**config.mk**
```make
export PLATFORM = sky130hd
export DESIGN_NAME = time_counter_bcd
export DESIGN_NICKNAME = d
export VERILOG_FILES = /design/src/rtl/time_counter_bcd.sv
export SDC_FILE = /design/constraint.sdc
export NUM_CORES = 1
export LEC_CHECK = 0
export ABC_AREA = 1
export ABC_CLOCK_PERIOD_IN_PS = 1500
export CAP_MARGIN = 20
export CORE_UTILIZATION = 50
export CTS_CLUSTER_DIAMETER = 120
export DETAILED_ROUTE_END_ITERATION = 8
export GPL_ROUTABILITY_DRIVEN = 0
export PLACE_DENSITY_LB_ADDON = 0.08
export SETUP_SLACK_MARGIN = 0.02
export SLEW_MARGIN = 15
export SYNTH_ARGS = -nofsm -noshare
export SYNTH_HDL_FRONTEND = slang
export SYNTH_SLANG_ARGS = --single-unit
```
**constraint.sdc**
```tcl
create_clock -name clk -period 1.5 [get_ports clk]
set_clock_uncertainty 0.1 [all_clocks]
set_input_delay 0.225 -clock clk [delete_from_list [all_inputs] [get_ports clk]]
set_output_delay 0.225 -clock clk [all_outputs]
set_load 0.1 [all_outputs]
```
**src/rtl/time_counter_bcd.sv**
```systemverilog
// 24-hour BCD timekeeper (HH:MM:SS) with a 1 Hz prescaler, feeding the HH:MM display mux.
// Optional manual set inputs are enabled by defining CLOCK_SET_EN.
module time_counter_bcd #(
  parameter int TICKS_PER_SEC = 100_000_000,
  parameter int PS_W          = 27
) (
  input  logic       clk,
  input  logic       reset,
  input  logic       inc_min,
  input  logic       inc_hour,
  output logic [3:0] hour_tens,
  output logic [3:0] hour_ones,
  output logic [3:0] min_tens,
  output logic [3:0] min_ones,
  output logic       sec_pulse,
  output logic       colon
);

  localparam logic [PS_W-1:0] PS_LAST = PS_W'(TICKS_PER_SEC - 1);

  logic [PS_W-1:0] ps_q, ps_d;
  logic [3:0]      sec_ones_q, sec_ones_d;
  logic [3:0]      sec_tens_q, sec_tens_d;
  logic [3:0]      min_ones_q, min_ones_d;
  logic [3:0]      min_tens_q, min_tens_d;
  logic [3:0]      hour_ones_q, hour_ones_d;
  logic [3:0]      hour_tens_q, hour_tens_d;
  logic            sec_pulse_q, sec_pulse_d;
  logic            tick;
  logic            set_req;
  logic            set_min;
  logic            set_hour;

`ifdef CLOCK_SET_EN
  assign set_min  = inc_min;
  assign set_hour = inc_hour;
`else
  // Ports stay for a fixed interface; the pulses have no effect in this build.
  logic unused_inc;
  assign unused_inc = inc_min ^ inc_hour;
  assign set_min    = 1'b0;
  assign set_hour   = 1'b0;
`endif

  assign set_req = set_min | set_hour;
  assign tick    = (ps_q == PS_LAST);

  always_comb begin
    ps_d        = ps_q;
    sec_ones_d  = sec_ones_q;
    sec_tens_d  = sec_tens_q;
    min_ones_d  = min_ones_q;
    min_tens_d  = min_tens_q;
    hour_ones_d = hour_ones_q;
    hour_tens_d = hour_tens_q;
    sec_pulse_d = 1'b0;

    if (set_req) begin
      // A set pulse restarts the second and swallows any coincident tick.
      ps_d       = '0;
      sec_ones_d = 4'd0;
      sec_tens_d = 4'd0;
      if (set_min) begin
        if (min_ones_q == 4'd9) begin
          min_ones_d = 4'd0;
          min_tens_d = (min_tens_q == 4'd5) ? 4'd0 : min_tens_q + 4'd1;
        end else begin
          min_ones_d = min_ones_q + 4'd1;
        end
      end
      if (set_hour) begin
        if (hour_tens_q == 4'd2 && hour_ones_q == 4'd3) begin
          hour_tens_d = 4'd0;
          hour_ones_d = 4'd0;
        end else if (hour_ones_q == 4'd9) begin
          hour_tens_d = hour_tens_q + 4'd1;
          hour_ones_d = 4'd0;
        end else begin
          hour_ones_d = hour_ones_q + 4'd1;
        end
      end
    end else if (tick) begin
      ps_d        = '0;
      sec_pulse_d = 1'b1;
      if (sec_ones_q != 4'd9) begin
        sec_ones_d = sec_ones_q + 4'd1;
      end else begin
        sec_ones_d = 4'd0;
        if (sec_tens_q != 4'd5) begin
          sec_tens_d = sec_tens_q + 4'd1;
        end else begin
          sec_tens_d = 4'd0;
          if (min_ones_q != 4'd9) begin
            min_ones_d = min_ones_q + 4'd1;
          end else begin
            min_ones_d = 4'd0;
            if (min_tens_q != 4'd5) begin
              min_tens_d = min_tens_q + 4'd1;
            end else begin
              min_tens_d = 4'd0;
              if (hour_tens_q == 4'd2 && hour_ones_q == 4'd3) begin
                hour_tens_d = 4'd0;
                hour_ones_d = 4'd0;
              end else if (hour_ones_q == 4'd9) begin
                hour_tens_d = hour_tens_q + 4'd1;
                hour_ones_d = 4'd0;
              end else begin
                hour_ones_d = hour_ones_q + 4'd1;
              end
            end
          end
        end
      end
    end else begin
      ps_d = ps_q + PS_W'(1);
    end
  end

  always_ff @(posedge clk) begin
    if (reset) begin
      ps_q        <= '0;
      sec_ones_q  <= 4'd0;
      sec_tens_q  <= 4'd0;
      min_ones_q  <= 4'd0;
      min_tens_q  <= 4'd0;
      hour_ones_q <= 4'd0;
      hour_tens_q <= 4'd0;
      sec_pulse_q <= 1'b0;
    end else begin
      ps_q        <= ps_d;
      sec_ones_q  <= sec_ones_d;
      sec_tens_q  <= sec_tens_d;
      min_ones_q  <= min_ones_d;
      min_tens_q  <= min_tens_d;
      hour_ones_q <= hour_ones_d;
      hour_tens_q <= hour_tens_d;
      sec_pulse_q <= sec_pulse_d;
    end
  end

  assign hour_tens = hour_tens_q;
  assign hour_ones = hour_ones_q;
  assign min_tens  = min_tens_q;
  assign min_ones  = min_ones_q;
  assign sec_pulse = sec_pulse_q;
  assign colon     = sec_ones_q[0];

endmodule

```
* Yosys cells after proc, flatten, opt, wreduce, memory -nomap -nowiden *
Index checks and enable logic that the tools add are counted.

storage, ports and cells
  flip-flop bits (word level) = 52

operators by class
  add/sub/neg operators = 7
  eq/ne operators = 8
  muxes and demuxes = 9
  bitwise logic cells = 4
  reduce and logical (&&, ||, !) cells = 8

operators by type and width
  cell                   count
  $mux 4                 8
  $add 27x1->27 const B  1
  $eq 27x27->1 const B   1
  $add 4x1->4 const B    6
  $eq 4x2->1 const B     2
  $ne 4x3->1 const B     2
  $ne 4x4->1 const B     2
  $reduce_and 6->1       1
  $reduce_and 5->1       1
  $eq 4x4->1 const B     1
  $not 1->1              4
  $reduce_and 4->1       1
  $reduce_and 3->1       1
  $reduce_and 2->1       1
  $reduce_bool 2->1      1
  $reduce_or 2->1        1
  $logic_and 1x1->1      1
  $mux 1                 1

* Logic depth before layout (Yosys ltp) *
  depth after elaboration = 4
  gate-level depth with buffers = 11
  gate-level depth less buffers = 11

* Worst setup path before layout *
OpenSTA, ideal clock, no wires.

  path type = flip-flop to flip-flop
  start = reg hour_ones_q[0] (netlist: hour_ones[0])
  end = reg hour_tens_q[2] (netlist: hour_tens[2])
  data arrival time = 2123 ps
  required time = 1282 ps
  path slack = -841 ps
  stages on the path, launching flop included = 11
  path buffers = 0
  cell sequence = dfxtp_1 > ha_1 > inv_1 > nor2_1 > nand3_1 > nand2_1 > nand3b_4 > nor2_4 > nand2_1 > nand2_1 > nor2_1

between the ends
  cells in the longest elaborated chain, start to end = 4
  elaborated cells on any way between the ends = 6
  those cells by class = 2 x eq/ne; 1 x mux; 3 x reduce/logical

RTL lines
  what                         line  RTL
  start: declaration           26    logic [3:0] hour_ones_q, hour_ones_d;
  start signal: assignment     135   hour_ones_q <= hour_ones_d;
  $eq 4x2->1                   101   if (hour_tens_q == 4'd2 && hour_ones_q == 4'd3) begin
  $logic_and 1x1->1            101
  $reduce_bool 2->1 (no line)  --
  $reduce_and 6->1 (no line)   --
  end signal: assignment       136   hour_tens_q <= hour_tens_d;
  end: declaration             27    logic [3:0] hour_tens_q, hour_tens_d;

Several ways; a longest one is shown, not always the timed one.
A chain may end at the register's enable or synchronous reset.

* Worst setup path after layout *
  start = reg ps_q[0]
  end = reg ps_q[24]

between the ends
  cells in the longest elaborated chain, start to end = 2
  elaborated cells on any way between the ends = 3
  those cells by class = 1 x add/sub; 1 x eq/ne; 1 x reduce/logical

RTL lines
  what                                                                   line  RTL
  start: declaration                                                     21    logic [PS_W-1:0] ps_q, ps_d;
  start signal: assignment                                               130   ps_q <= ps_d;
  parallel branches: the longest is 2 deep, another holds $add 27x1->27  --

Parallel ways; which one is timed is not known.

==> results.md <==
* Hold Crit Class: register to register
* Final Critical Period at 1.72 ns
* Crit start category: register
* Register bit total from synthesis at 52
* Cell Area, Synth at 2890 um2
* Worst path required time at 1.61 ns
* Total grt overflow at 0
* FMAX at 581 MHz
* First DRT Iteration DRCs at 128
* Sw frac at 0.231
* Final slew viol count at 0
* Net Switching at 542 uW
* Total CTS buffers at 5
* Clk_lat worst skew at 0.31 ns
* Period utilization at 1.15
* P&R area growth vs syn at 51.2%
* Die width at 78.0 um
* Final instance area at 4370 um2
* Ant diodes at 0
* GR Layer Usage met3 at 0.0430
* CP max stage delay at 0.36 ns
* Number of port buffers at 19
* CP max-delay cell: dfxtp_2
* Top Family by Delay on Critical Path: simple AND/OR/NAND/NOR gates
* Core ar. at 5540 um2
* Total GRT Usage at 0.247
* Buf/Inv on CP at 3
* Largest area contributor in the netlist: dfxtp_1
* Setup WS post-layout at -0.221 ns
* First-pass GRT wire length at 12.0 mm
* Count leader, synth: nand2_1
* Via density at 5.03
* Pre-antenna DRT Iters at 4
* Kind of critical path: register to register
* Synth top cells by count: nand2_1 (99), nor2_1 (68), dfxtp_1 (52), inv_1 (49), a21oi_1 (28)
* Comb pwr share at 0.052
* Mapped Cells at 420
* Synth top area share at 0.360
* Clock transition at the registers of the reported paths at 0.10 ns
* Syn Nets at 429
* Root Buffer: clkbuf_8
* Max Root-Sink Buffers at 2
* Synth area leaders: dfxtp_1 (36%), nand2_1 (13%), nor2_1 (8.8%), inv_1 (6.4%), a21oi_1 (4.8%)
* Worst Setup Slack post-DPL at -0.179 ns
* CTS tree: done
* DIE AREA at 6090 um2
* Initial core utilization at 0.522
* Fin nets at 525
* Top_reg_cell synth: dfxtp_1
* Post-DRT Antenna Nets at 0
* Depth of the CTS H-tree at 2
* Violated checks: setup timing
* DP Wirelength at 5.18 mm
* Hold WS at 0.392 ns
* Peak supply drop at 0.465 mV
* Yosys warnings at 0
* Hold buffers post-CTS at 0
* # DRC at 0
* Die Ht at 78.0 um
* Max-capacitance violation count at 0
* Largest net degree at the start of global routing at 18
* M2 GR Usage at 0.478
* EDFF count, synth at 0
* Final Hold Viols at 0
* Pwr/cell area at 538 nW/um2
* Final setup fails at 51
* Initial antenna violation count at 0
* Non-Filler Instances at 589
* Share of cells above drive strength 1 at 0.404
* Int Pwr at 1.81 mW
* I/O Pins at 22
* Vias in the first global route at 2836
* WP data arrival at 1.83 ns
* Crit-path cells: ha_4 -> nand2_4 -> nor2_4 -> nand2_4 -> inv_4 -> nand2_4 -> nor2_4 -> nor2_4 -> buf_4 -> buf_6 -> o21ai_2 -> nor2_1
* Sequential fraction of the synthesis area at 0.360
* Placed insts at 573
* CTS Sinks at 52
* Via count at 2965
* Wire per inst at 12.8 um
* Power share of the clock group at 0.362
* Slew headroom at 0.712
* Least-Margin Pin Slew at 0.432 ns
* Post-Syn Area per Cell at 6.88 um2
* Sequential power share at 0.586
* GR met1 Demand/Resource at 0.270
* Leak at 1.77 nW
* Crit. End Element: register
* Max FO, Critical Path at 4
* Post-DP Area at 4000 um2
* Post-Route WL at 7.55 mm
* Row count at 27
* Status: finished with violations
* Netlist cell types at 34
* RSZ-0062 raised after global routing: yes
* Ys async rst share at 0
* GRT Max-Usage Layer: met2
-- per-stage QoR --
step | util | power (mW) | TNS [ns]
final | 0.789 | 2.35 | -7.42
after global placement | 0.723 | 1.49 | -4.24
after global routing | 0.789 | 2.43 | -11.71
after floorplan | - | 1.46 | -1.74
after CTS | 0.757 | 2.34 | -6.11
after detailed placement | 0.723 | 1.49 | -5.46
-- metal layers --
| metal | vias to the layer above | wire [um] |
|---|---|---|
| met5 | - | 0 |
| met4 | 0 | 94 |
| met3 | 9 | 166 |
| met1 | 1394 | 3000 |
| met2 | 42 | 4280 |
| li1 | 1520 | - |
-- repair_timing --
item | 4_1_cts | 5_1_grt
setup endpoints to repair | 51 | 52
pin swaps | 6 | 12
gates resized for setup | 26 | 27
setup buffers | 1 | 5
gates cloned | 0 | 2
-- worst reg2reg max path, stage by stage, from the launching register on --
cell and delay [ns]:
dfxtp_2 0.36, ha_4 0.15, nand2_4 0.06, nor2_4 0.13, nand2_4 0.11, inv_4 0.10, nand2_4 0.05, nor2_4 0.13
nor2_4 0.07, buf_4 0.15, buf_6 0.12, o21ai_2 0.05, nor2_1 0.04
-- registers in the layout (all words and copies together) (netlist names) --
name and count:
sec_ones_q 4, min_ones 4, hour_ones 4, sec_tens_q 4
ps_q 27, min_tens 4, sec_pulse 1, hour_tens 4
-- cells in the final DEF, fill, tap and decap left out, types with 3 or more instances in the layout --
cell type | synthesis | final
nand3_2 | 2 | 5
o21ai_2 | 0 | 3
inv_2 | 3 | 6
a21oi_2 | 0 | 13
o21ai_1 | 4 | 7
dfxtp_1 | 52 | 33
buf_4 | 3 | 66
nand2_2 | 5 | 13
nand3_1 | 24 | 20
nor2_4 | 9 | 15
xor2_1 | 10 | 10
ha_4 | 0 | 3
nor3_1 | 10 | 7
nor2_1 | 68 | 57
clkbuf_8 | 0 | 6
nand4_1 | 9 | 9
xnor2_1 | 5 | 5
dfxtp_2 | 0 | 10
dfxtp_4 | 0 | 9
nand2_1 | 99 | 85
a21oi_1 | 28 | 15
buf_6 | 1 | 6
inv_1 | 49 | 45
nor2_2 | 5 | 10
o21ai_0 | 11 | 5
buf_12 | 0 | 20
nor3_2 | 1 | 4
nand2_4 | 2 | 8
-- final cells by class --
type                            instances  area, um2
Sequential cell                        52       1090
Clock inverter                          1       7.51
Clock buffer                            7       86.3
Inverter                               53        206
Fill cell                             400       1170
Timing Repair Buffer                   95       1020
Tap cell                               72       90.1
Multi-Input combinational cell        309       1870
-- path summary, 6_finish.rpt --
check,slack (ns),from,depth (start not counted),endpoint
worst min-delay path,0.39,min_ones[0],2,min_ones[0]
worst min register to register,0.39,min_ones[0],2,min_ones[0]
worst max-delay path,-0.22,ps_q[0],12,ps_q[24]
worst max register to register,-0.22,ps_q[0],12,ps_q[24]
-- power groups by stage --
stage	sequential [mW]	clock [mW]	combinational (mW)
2_1_floorplan	1.41	0	0.0472
3_3_place_gp	1.41	0	0.0821
3_5_place_dp	1.41	0	0.0840
4_1_cts	1.38	0.868	0.0896
5_1_grt	1.38	0.920	0.131
6_report	1.38	0.851	0.121
-- cell families (layout without fill, tap and decap cells) --
| family | Yosys count | in the layout | share of synthesized area |
|---|---|---|---|
| XOR/XNOR | 15 | 15 | 0.0455 |
| adder cells (fa/ha/maj) | 5 | 5 | 0.0216 |
| AO/OA/AOI/OAI | 45 | 45 | 0.0797 |
| buffers and inverters | 59 | 156 | 0.0844 |
| flip-flops | 52 | 52 | 0.360 |
| AND/OR/NAND/NOR | 244 | 244 | 0.409 |
Note: power is estimated with default switching activity, not from simulation.
==> variant (same settings) <==
`ps_q` no longer has a reset.
--- a/src/rtl/time_counter_bcd.sv
+++ b/src/rtl/time_counter_bcd.sv
@@ -120,3 +120,2 @@
     if (reset) begin
-      ps_q        <= '0;
       sec_ones_q  <= 4'd0;
@@ -129,3 +128,2 @@
     end else begin
-      ps_q        <= ps_d;
       sec_ones_q  <= sec_ones_d;
@@ -138,2 +136,6 @@
     end
+  end
+
+  always_ff @(posedge clk) begin
+    ps_q <= ps_d;
   end
Formal check against the unedited RTL: no difference found for any inputs over 10 cycles, from zero or initial values and one cycle with reset high; that may be too few to reach the edited logic, so the function may still have changed.
==> variant against the unedited design <==
The run still ends with setup timing left; wire length up 17%; synthesized area down 0.17%; non-clock buffer count up 16; sequential cell count unchanged; design area up 8.2%; setup slack better by 0.029 ns; power up 5.4%; critical path depth down 3; maximum frequency up 1.7%; critical endpoint is now min_tens[0]$_SDFFE_PP0P_.
==> variant: results (changes against the unedited design) <==
cells taking the most area after synthesis sky130_fd_sc_hd__dfxtp_1, sky130_fd_sc_hd__nand2_1, sky130_fd_sc_hd__nor2_1, sky130_fd_sc_hd__inv_1, sky130_fd_sc_hd__a21oi_1 (unchanged); maximum fanout count along the critical path 5 (was 4); post-detailed-placement half-perimeter wirelength 5.27 mm (was 5.18 mm); total combinational power 93.8 uW (was 121 uW); Compound-Gate Fraction of Synth Area 9.19% (was 7.97%); most used standard cells in the synthesized netlist sky130_fd_sc_hd__nand2_1, sky130_fd_sc_hd__nor2_1, sky130_fd_sc_hd__inv_1 (was sky130_fd_sc_hd__nand2_1, sky130_fd_sc_hd__nor2_1, sky130_fd_sc_hd__dfxtp_1); Setup-failing EPs final 42 (was 51); Setup WS post-layout -0.192 ns (was -0.221 ns); status finished with violations (unchanged); sequential share of power 55.6% (was 58.6%); share of layout cells above drive strength 1 51.2% (was 40.4%); Pleak 0.00192 uW (was 0.00177 uW); DRT iter0 DRCs 181 (was 128); switching power of the nets 551 uW (was 542 uW); maximum number of pins on one net before global-route repair 16 (was 18); Via Count 3173 (was 2965); layout filler cell count 301 (was 400); # Post-CTS Setup Buffers 11 (was 1); wire length of the first global-routing pass 12.7 mm (was 12.0 mm); post-synthesis share of cell area spent on full adders, half adders and majority gates 2.17% (was 2.16%); Mapped Nets 433 (was 429); violated checks setup timing (unchanged); xor/xnor cell area share of the yosys netlist 5.16% (was 4.55%); nets@finish 547 (was 525); sequential cell area fraction in the yosys report 36.1% (was 36.0%); Max stage delay cell, worst path sky130_fd_sc_hd__dfxtp_1 (was sky130_fd_sc_hd__dfxtp_2); Worst VDD drop 0.000438 V (was 0.000465 V)
==> variant: cell count changes after synthesis, moves of 5 or more <==
cell and delta:
sky130_fd_sc_hd__inv_1 +11, sky130_fd_sc_hd__nor2_4 -5, sky130_fd_sc_hd__nor3_1 -6, sky130_fd_sc_hd__o21ai_0 +9
==> variant: layout make-up <==
class                           count  area, um2  share of cell area [%]
Multi-Input combinational cell    302       2000                    42.3
Clock buffer                        8        121                    2.57
Inverter                           66        253                    5.34
Sequential cell                    52       1110                    23.5
Tap cell                           72       90.1                    1.90
Timing Repair Buffer              111       1150                    24.4
==> variant: path summary, 6_finish.rpt <==
kind                        from                  endpoint  cells after the start  slack, ns
min          ps_q[25]$_SDFF_PP0_       ps_q[25]$_SDFF_PP0_                      1       0.37
max          ps_q[21]$_SDFF_PP0_  min_tens[0]$_SDFFE_PP0P_                      9      -0.19
max reg2reg  ps_q[21]$_SDFF_PP0_  min_tens[0]$_SDFFE_PP0P_                      9      -0.19
min reg2reg  ps_q[25]$_SDFF_PP0_       ps_q[25]$_SDFF_PP0_                      1       0.37
==> variant: routing by layer <==
| layer | global-route usage [%] | up-vias | wire length (um) |
|---|---|---|---|
| li1 | - | 1560 | - |
| met1 | 32.7 | 1477 | 3650 |
| met2 | 45.4 | 105 | 4460 |
| met3 | 4.71 | 31 | 439 |
| met4 | 9.07 | 0 | 294 |
| met5 | 0 | - | 0 |
==> variant: through the flow <==
stage | std cells | utilization (%) | instance area (um2) | power (uW) | TNS, ns
floorplan | 424 | - | 3010 | 1450 | -1.51
detailed placement | 577 | 71.3 | 3950 | 1490 | -3.04
global placement | 577 | 71.3 | 3950 | 1490 | -1.78
CTS | 596 | 78.3 | 4340 | 2470 | -2.19
finish | 611 | 85.4 | 4730 | 2480 | -4.14
global route | 611 | 85.4 | 4730 | 2540 | -7.28
